===== config.mk =====
export PLATFORM = sky130hd
export DESIGN_NAME = gradient_sequencer
export DESIGN_NICKNAME = d
export VERILOG_FILES = /design/src/rtl/gradgen_pkg.sv /design/src/rtl/gradgen_timer.sv /design/src/rtl/gradient_sequencer.sv
export SDC_FILE = /design/constraint.sdc
export NUM_CORES = 1
export LEC_CHECK = 0
export CAP_MARGIN = 10
export CORE_UTILIZATION = 35
export CTS_CLUSTER_SIZE = 24
export DETAILED_ROUTE_END_ITERATION = 12
export PLACE_DENSITY = 0.6
export SYNTH_ARGS = -nofsm -noshare
export SYNTH_HDL_FRONTEND = slang
export SYNTH_SLANG_ARGS = --single-unit

===== constraint.sdc =====
create_clock -name clk -period 3.5 [get_ports clk]
set_input_delay 0.7 -clock clk [delete_from_list [all_inputs] [get_ports clk]]
set_output_delay 0.7 -clock clk [all_outputs]
set_load 0.01 [all_outputs]

===== src/rtl/gradgen_pkg.sv =====
// Shared types and constants for the gradient sequencer.
// The optional SAMPLE acknowledge timeout is controlled by GRADGEN_ACK_TIMEOUT_EN.
package gradgen_pkg;

    localparam int CNT_W       = 16;
    localparam int ACK_TIMEOUT = 1024;

    typedef enum logic [2:0] {
        IDLE   = 3'd0,
        PRIME  = 3'd1,
        SETTLE = 3'd2,
        SAMPLE = 3'd3,
        FLUSH  = 3'd4
    } state_t;

    // The timer counts down to zero, so a state lasting N clocks loads N-1.
    function automatic logic [CNT_W-1:0] cnt_load(input int unsigned cycles);
        if (cycles == 32'd0) begin
            return {CNT_W{1'b0}};
        end else begin
            return CNT_W'(cycles - 32'd1);
        end
    endfunction

endpackage


===== src/rtl/gradgen_timer.sv =====
// Loadable 16-bit down-counter shared by every timed state of the sequencer.
// Holds at zero once expired; a load always wins over counting.
module gradgen_timer
    import gradgen_pkg::*;
(
    input  logic             clk,
    input  logic             rst,
    input  logic             load,
    input  logic [CNT_W-1:0] load_val,
    output logic             zero
);

    logic [CNT_W-1:0] cnt_r;

    // Count register: reload on state entry, otherwise decrement until zero.
    always_ff @(posedge clk or posedge rst) begin
        if (rst) begin
            cnt_r <= {CNT_W{1'b0}};
        end else if (load) begin
            cnt_r <= load_val;
        end else if (cnt_r != {CNT_W{1'b0}}) begin
            cnt_r <= cnt_r - {{(CNT_W-1){1'b0}}, 1'b1};
        end else begin
            cnt_r <= cnt_r;
        end
    end

    assign zero = (cnt_r == {CNT_W{1'b0}});

endmodule


===== src/rtl/gradient_sequencer.sv =====
// Gradient sequencer: primes the inlet pumps, settles and samples each outlet, then flushes.
// Define GRADGEN_ACK_TIMEOUT_EN to add the SAMPLE acknowledge timeout and the sticky ack_err output.
module gradient_sequencer
    import gradgen_pkg::*;
#(
    parameter int N_OUT        = 6,
    parameter int PRIME_CYCLES = 64,
    parameter int FLUSH_CYCLES = 32,
    localparam int IDX_W       = (N_OUT > 1) ? $clog2(N_OUT) : 1
) (
    input  logic             clk,
    input  logic             rst,
    input  logic             start,
    input  logic             abort,
    input  logic [15:0]      dwell_cycles,
    output logic             pump_a_en,
    output logic             pump_b_en,
    output logic [N_OUT-1:0] outlet_valve,
    output logic [IDX_W-1:0] outlet_idx,
    output logic             sample_req,
    input  logic             sample_ack,
    output logic             busy,
    output logic             done
`ifdef GRADGEN_ACK_TIMEOUT_EN
    ,output logic            ack_err
`endif
);

    localparam logic [IDX_W-1:0] LAST_IDX = IDX_W'(N_OUT - 1);
    localparam logic [CNT_W-1:0] ONE_CNT  = {{(CNT_W-1){1'b0}}, 1'b1};

`ifdef GRADGEN_ACK_TIMEOUT_EN
    localparam logic [CNT_W-1:0] SAMPLE_LOAD = cnt_load(ACK_TIMEOUT);
`else
    localparam logic [CNT_W-1:0] SAMPLE_LOAD = {CNT_W{1'b0}};
`endif

    state_t           state_r;
    state_t           next_state_s;
    logic [CNT_W-1:0] dwell_r;
    logic [IDX_W-1:0] idx_next_s;
    logic             tmr_load_s;
    logic [CNT_W-1:0] tmr_val_s;
    logic             tmr_zero_s;
    logic             timeout_s;

    gradgen_timer u_timer (
        .clk      (clk),
        .rst      (rst),
        .load     (tmr_load_s),
        .load_val (tmr_val_s),
        .zero     (tmr_zero_s)
    );

    // Next-state, timer reload and outlet index decisions.
    always_comb begin
        next_state_s = state_r;
        idx_next_s   = outlet_idx;
        tmr_load_s   = 1'b0;
        tmr_val_s    = {CNT_W{1'b0}};
        timeout_s    = 1'b0;
        case (state_r)
            IDLE: begin
                if (start) begin
                    next_state_s = PRIME;
                    idx_next_s   = {IDX_W{1'b0}};
                    tmr_load_s   = 1'b1;
                    tmr_val_s    = cnt_load(PRIME_CYCLES);
                end else begin
                    next_state_s = IDLE;
                end
            end
            PRIME: begin
                if (abort) begin
                    next_state_s = FLUSH;
                    tmr_load_s   = 1'b1;
                    tmr_val_s    = cnt_load(FLUSH_CYCLES);
                end else if (tmr_zero_s) begin
                    next_state_s = SETTLE;
                    tmr_load_s   = 1'b1;
                    tmr_val_s    = dwell_r - ONE_CNT;
                end else begin
                    next_state_s = PRIME;
                end
            end
            SETTLE: begin
                if (abort) begin
                    next_state_s = FLUSH;
                    tmr_load_s   = 1'b1;
                    tmr_val_s    = cnt_load(FLUSH_CYCLES);
                end else if (tmr_zero_s) begin
                    next_state_s = SAMPLE;
                    tmr_load_s   = 1'b1;
                    tmr_val_s    = SAMPLE_LOAD;
                end else begin
                    next_state_s = SETTLE;
                end
            end
            SAMPLE: begin
`ifdef GRADGEN_ACK_TIMEOUT_EN
                timeout_s = tmr_zero_s & ~sample_ack & ~abort;
`else
                timeout_s = 1'b0;
`endif
                // Abort outranks an acknowledge arriving in the same cycle.
                if (abort) begin
                    next_state_s = FLUSH;
                    tmr_load_s   = 1'b1;
                    tmr_val_s    = cnt_load(FLUSH_CYCLES);
                end else if (sample_ack || timeout_s) begin
                    if (outlet_idx == LAST_IDX) begin
                        next_state_s = FLUSH;
                        tmr_load_s   = 1'b1;
                        tmr_val_s    = cnt_load(FLUSH_CYCLES);
                    end else begin
                        next_state_s = SETTLE;
                        idx_next_s   = outlet_idx + {{(IDX_W-1){1'b0}}, 1'b1};
                        tmr_load_s   = 1'b1;
                        tmr_val_s    = dwell_r - ONE_CNT;
                    end
                end else begin
                    next_state_s = SAMPLE;
                end
            end
            FLUSH: begin
                if (tmr_zero_s) begin
                    next_state_s = IDLE;
                    tmr_load_s   = 1'b1;
                    tmr_val_s    = {CNT_W{1'b0}};
                end else begin
                    next_state_s = FLUSH;
                end
            end
            default: begin
                next_state_s = IDLE;
                tmr_load_s   = 1'b1;
                tmr_val_s    = {CNT_W{1'b0}};
            end
        endcase
    end

    // State register and registered outputs, decoded from the state being entered.
    always_ff @(posedge clk or posedge rst) begin
        if (rst) begin
            state_r      <= IDLE;
            dwell_r      <= ONE_CNT;
            outlet_idx   <= {IDX_W{1'b0}};
            pump_a_en    <= 1'b0;
            pump_b_en    <= 1'b0;
            outlet_valve <= {N_OUT{1'b0}};
            sample_req   <= 1'b0;
            busy         <= 1'b0;
            done         <= 1'b0;
`ifdef GRADGEN_ACK_TIMEOUT_EN
            ack_err      <= 1'b0;
`endif
        end else begin
            state_r    <= next_state_s;
            outlet_idx <= idx_next_s;
            busy       <= (next_state_s != IDLE);
            done       <= (state_r == FLUSH) && (next_state_s == IDLE);
            if ((state_r == IDLE) && start) begin
                dwell_r <= (dwell_cycles == 16'd0) ? ONE_CNT : dwell_cycles;
            end else begin
                dwell_r <= dwell_r;
            end
`ifdef GRADGEN_ACK_TIMEOUT_EN
            if ((state_r == IDLE) && start) begin
                ack_err <= 1'b0;
            end else if (timeout_s) begin
                ack_err <= 1'b1;
            end else begin
                ack_err <= ack_err;
            end
`endif
            case (next_state_s)
                PRIME: begin
                    pump_a_en    <= 1'b1;
                    pump_b_en    <= 1'b1;
                    outlet_valve <= {N_OUT{1'b0}};
                    sample_req   <= 1'b0;
                end
                SETTLE: begin
                    pump_a_en    <= 1'b1;
                    pump_b_en    <= 1'b1;
                    outlet_valve <= {{(N_OUT-1){1'b0}}, 1'b1} << idx_next_s;
                    sample_req   <= 1'b0;
                end
                SAMPLE: begin
                    pump_a_en    <= 1'b1;
                    pump_b_en    <= 1'b1;
                    outlet_valve <= {{(N_OUT-1){1'b0}}, 1'b1} << idx_next_s;
                    sample_req   <= 1'b1;
                end
                FLUSH: begin
                    pump_a_en    <= 1'b0;
                    pump_b_en    <= 1'b0;
                    outlet_valve <= {N_OUT{1'b1}};
                    sample_req   <= 1'b0;
                end
                default: begin
                    pump_a_en    <= 1'b0;
                    pump_b_en    <= 1'b0;
                    outlet_valve <= {N_OUT{1'b0}};
                    sample_req   <= 1'b0;
                end
            endcase
        end
    end

endmodule


==> summary.md <==
| Metric | Value |
|---|---|
| Crit start category | input pin |
| Relative slew slack | 0.336 |
| Largest delay share family, worst path | compound AO/OA/AOI/OAI gates |
| Ant. Diodes | 0 |
| Worst-case clock skew | 0.00929 ns |
| Crit Path Class | in -> reg |
| Wire per inst | 14.4 um |
| Skew-Pair Late Insertion Delay | 0.30 ns |
| Mean Syn Cell Area | 10.0 um^2 |
| Post_cts resized | 0 |
| Placement row count | 31 |
| # DRC | 0 |
| CP max-delay cell | a21boi_1 |
| Dpl cells | 391 |
| Post-Syn Instances | 265 |
| Io pins | 35 |
| Top_reg_cell synth | dfrtp_1 |
| Final ANT Viol Nets | 0 |
| Power, Total | 0.00228 W |
| Seq cells post-synth | 48 |
| Number of global-route vias before repair | 1992 |
| DP HPWL | 4240 um |
| DIE AREA | 7950 um^2 |
| Final Max Slew Viols | 0 |
| Critical path data required time | 3.73 ns |
| Postcts setup bufs | 0 |
| Reg clk slew, reported paths | 0.08 ns |
| Synth unique cells | 57 |
| Leakage power | 1.34 nW |
| NumNets Final | 324 |
| First-pass GRT wire length | 9940 um |
| Minimum clock period after layout | 2.61 ns |
| CTS Sinks | 48 |
| Post-synth EDFFs | 0 |
| PwrDens | 707 nW/um^2 |
| Chip height | 89.2 um |
| Max-cap violations | 0 |
| Largest stage delay, worst path | 0.64 ns |
| Vias after detailed routing | 2042 |
| H-tree Lvls | 2 |
| Crit path buf inv count | 1 |
| Final WL | 5750 um |
| Final worst-path cycle share | 0.746 |
| Die X | 89.2 um |
| Worst hold slack | 0.536 ns |
| Tot GR Track Use | 0.164 |
| Sequential share of the synthesized area | 0.452 |
| Outcome | completed |
| Crit-path cells | clkdlybuf4s50_1 -> o22a_1 -> nor3_1 -> a21boi_1 -> o21ai_0 -> a21oi_2 |
| Async SR Flop Fraction | 1.00 |
| Min-delay worst type | reg -> reg |
| Root Buffer Master | clkbuf_8 |
| Core area | 7290 um^2 |
| Area grow syn2layout | 21.4% |
| Port buffer count | 34 |
| GPL Wtd Cong | 0.785 |
| CTS max path bufs | 2 |
| Non-Filler Instances | 399 |
| Grt ovf | 0 |
| CP endpoint kind | register |
| Measured slew at the worst slew-check pin | 0.994 ns |
| Largest net degree at the start of global routing | 49 |
| DRT iter0 DRCs | 107 |
| RSZ-0062 raised after global routing | false |
| Syn Nets | 290 |
| Warning count from the yosys run | 0 |
| TritonCTS buffer count | 5 |
| Vias/cell | 5.12 |
| Initial antenna violation count | 0 |
| Post-CTS Hold Buffers | 0 |
| Layout cells sized above 1 | 0.143 |
| Post-synthesis instance area | 2660 um^2 |
| Final hold viol count | 0 |
| Final setup TNS | 0 ns |
| Fmax | 383 MHz |
| Setup-failing EPs final | 0 |
| Initial Util | 0.365 |
| Drt first pass iters | 4 |
| Peak VDD IR | 335 uV |
| CP max FO | 10 |
| CP Data Arrival Time | 2.84 ns |
| CTS tree | yes |
-- cells in the mapped netlist (3+ instances only) --
| cell | number | area, um^2 |
|---|---|---|
| dfrtp_1 | 47 | 1180 |
| mux2_2 | 17 | 191 |
| nor2_1 | 17 | 63.8 |
| o21ai_0 | 17 | 85.1 |
| nand2_1 | 14 | 52.6 |
| inv_1 | 13 | 48.8 |
| nor3_1 | 11 | 55.1 |
| xnor2_1 | 11 | 96.3 |
| nor4_1 | 8 | 50.1 |
| xor2_1 | 8 | 70.1 |
| a21oi_1 | 7 | 35.0 |
| nand3_1 | 7 | 35.0 |
| clkbuf_1 | 5 | 18.8 |
| nand2b_1 | 5 | 31.3 |
| ha_1 | 4 | 50.1 |
| nand4_1 | 4 | 25.0 |
| o31ai_1 | 4 | 30.0 |
| or3_1 | 4 | 25.0 |
| a21o_1 | 3 | 22.5 |
| a22oi_1 | 3 | 22.5 |
| and3_1 | 3 | 18.8 |
| nor4_2 | 3 | 37.5 |
| o21a_1 | 3 | 22.5 |
| or4_4 | 3 | 33.8 |
-- where the power goes --
group	switching [W]	total (W)	leakage (nW)	internal, W
logic	0.000426	0.000874	0.677	0.000448
clock network	0.000186	0.000438	0.0645	0.000252
registers	0.000216	0.000970	0.601	0.000753
total	0.000828	0.00228	1.34	0.00145
-- final timing paths --
check	start	end	slack [ns]	cells after the start
min in group asynchronous	rst	state_r[0]	0.95	2
worst max register to register	u_timer.cnt_r[0]	u_timer.cnt_r[5]	0.90	7
worst min-delay path	dwell_r[0]	dwell_r[0]	0.54	2
worst min register to register	dwell_r[0]	dwell_r[0]	0.54	2
worst max-delay path	abort	u_timer.cnt_r[14]	0.89	6
max in group asynchronous	rst	u_timer.cnt_r[14]	1.94	2
-- per-layer routing --
metal,global-route usage,wire (um),vias up
met5,0,0,-
met4,0.0491,35,0
met3,0.0323,116,2
met2,0.239,2550,30
met1,0.246,3040,965
li1,-,-,1045
-- area by class of cell --
cell class / instances / area, um^2
Clock buffer: 7 / 96.3
Fill cell: 731 / 4070
Inverter: 13 / 48.8
Sequential cell: 48 / 1200
Multi-Input combinational cell: 196 / 1380
Tap cell: 99 / 124
Timing Repair Buffer: 35 / 348
Clock inverter: 1 / 30.0
-- through the flow --
| step | area [um^2] | worst slack (ns) | utilization |
|---|---|---|---|
| finish | 3230 | 0.889 | 0.443 |
| floorplan | 2660 | 1.27 | - |
| detailed placement | 3100 | 0.620 | 0.425 |
| CTS | 3230 | 0.906 | 0.443 |
| global route | 3230 | 0.622 | 0.443 |
| global placement | 3100 | 0.692 | 0.425 |
-- logic make-up (layout without fill, tap and decap cells) --
kind of cell | Yosys count | after routing | share of synthesized area
XOR/XNOR | 19 | 19 | 0.0626
buffers and inverters | 21 | 56 | 0.0320
AO/OA/AOI/OAI | 59 | 59 | 0.148
multiplexers | 17 | 17 | 0.0720
flip-flops | 48 | 48 | 0.452
adder cells (fa/ha/maj) | 4 | 4 | 0.0188
AND/OR/NAND/NOR | 97 | 97 | 0.215
-- registers in the layout, summed over array words and instances, names as in the netlist --
name	cells
busy	1
outlet_valve	6
done	1
dwell_r	16
u_timer.cnt_r	16
outlet_idx	3
state_r	3
sample_req	1
pump_b_en	1
-- cells in the final DEF (no fill, tap or decap), types with 3 or more instances in the layout --
cell type / n
nand2b_1: 5
dfrtp_1: 47
clkbuf_8: 7
o21a_1: 3
and3_1: 3
a21oi_1: 7
a22oi_1: 3
nand4_1: 4
mux2_2: 17
nor2_1: 17
clkdlybuf4s50_1: 34
o21ai_0: 17
ha_1: 4
nand2_1: 14
nand3_1: 7
nor3_1: 11
nor4_1: 8
or4_4: 3
o31ai_1: 4
inv_1: 12
a21o_1: 3
or3_1: 4
nor4_2: 3
xnor2_1: 11
xor2_1: 8
-- worst reg2reg max path, delay by kind of cell (launching register included) --
family	cells	cell delay [ns]
simple gates	3	1.23
compound gates	2	0.55
flops	1	0.44
fa+ha+maj	1	0.19
buf+inv	1	0.08
Power figures use the tool's default switching activity.
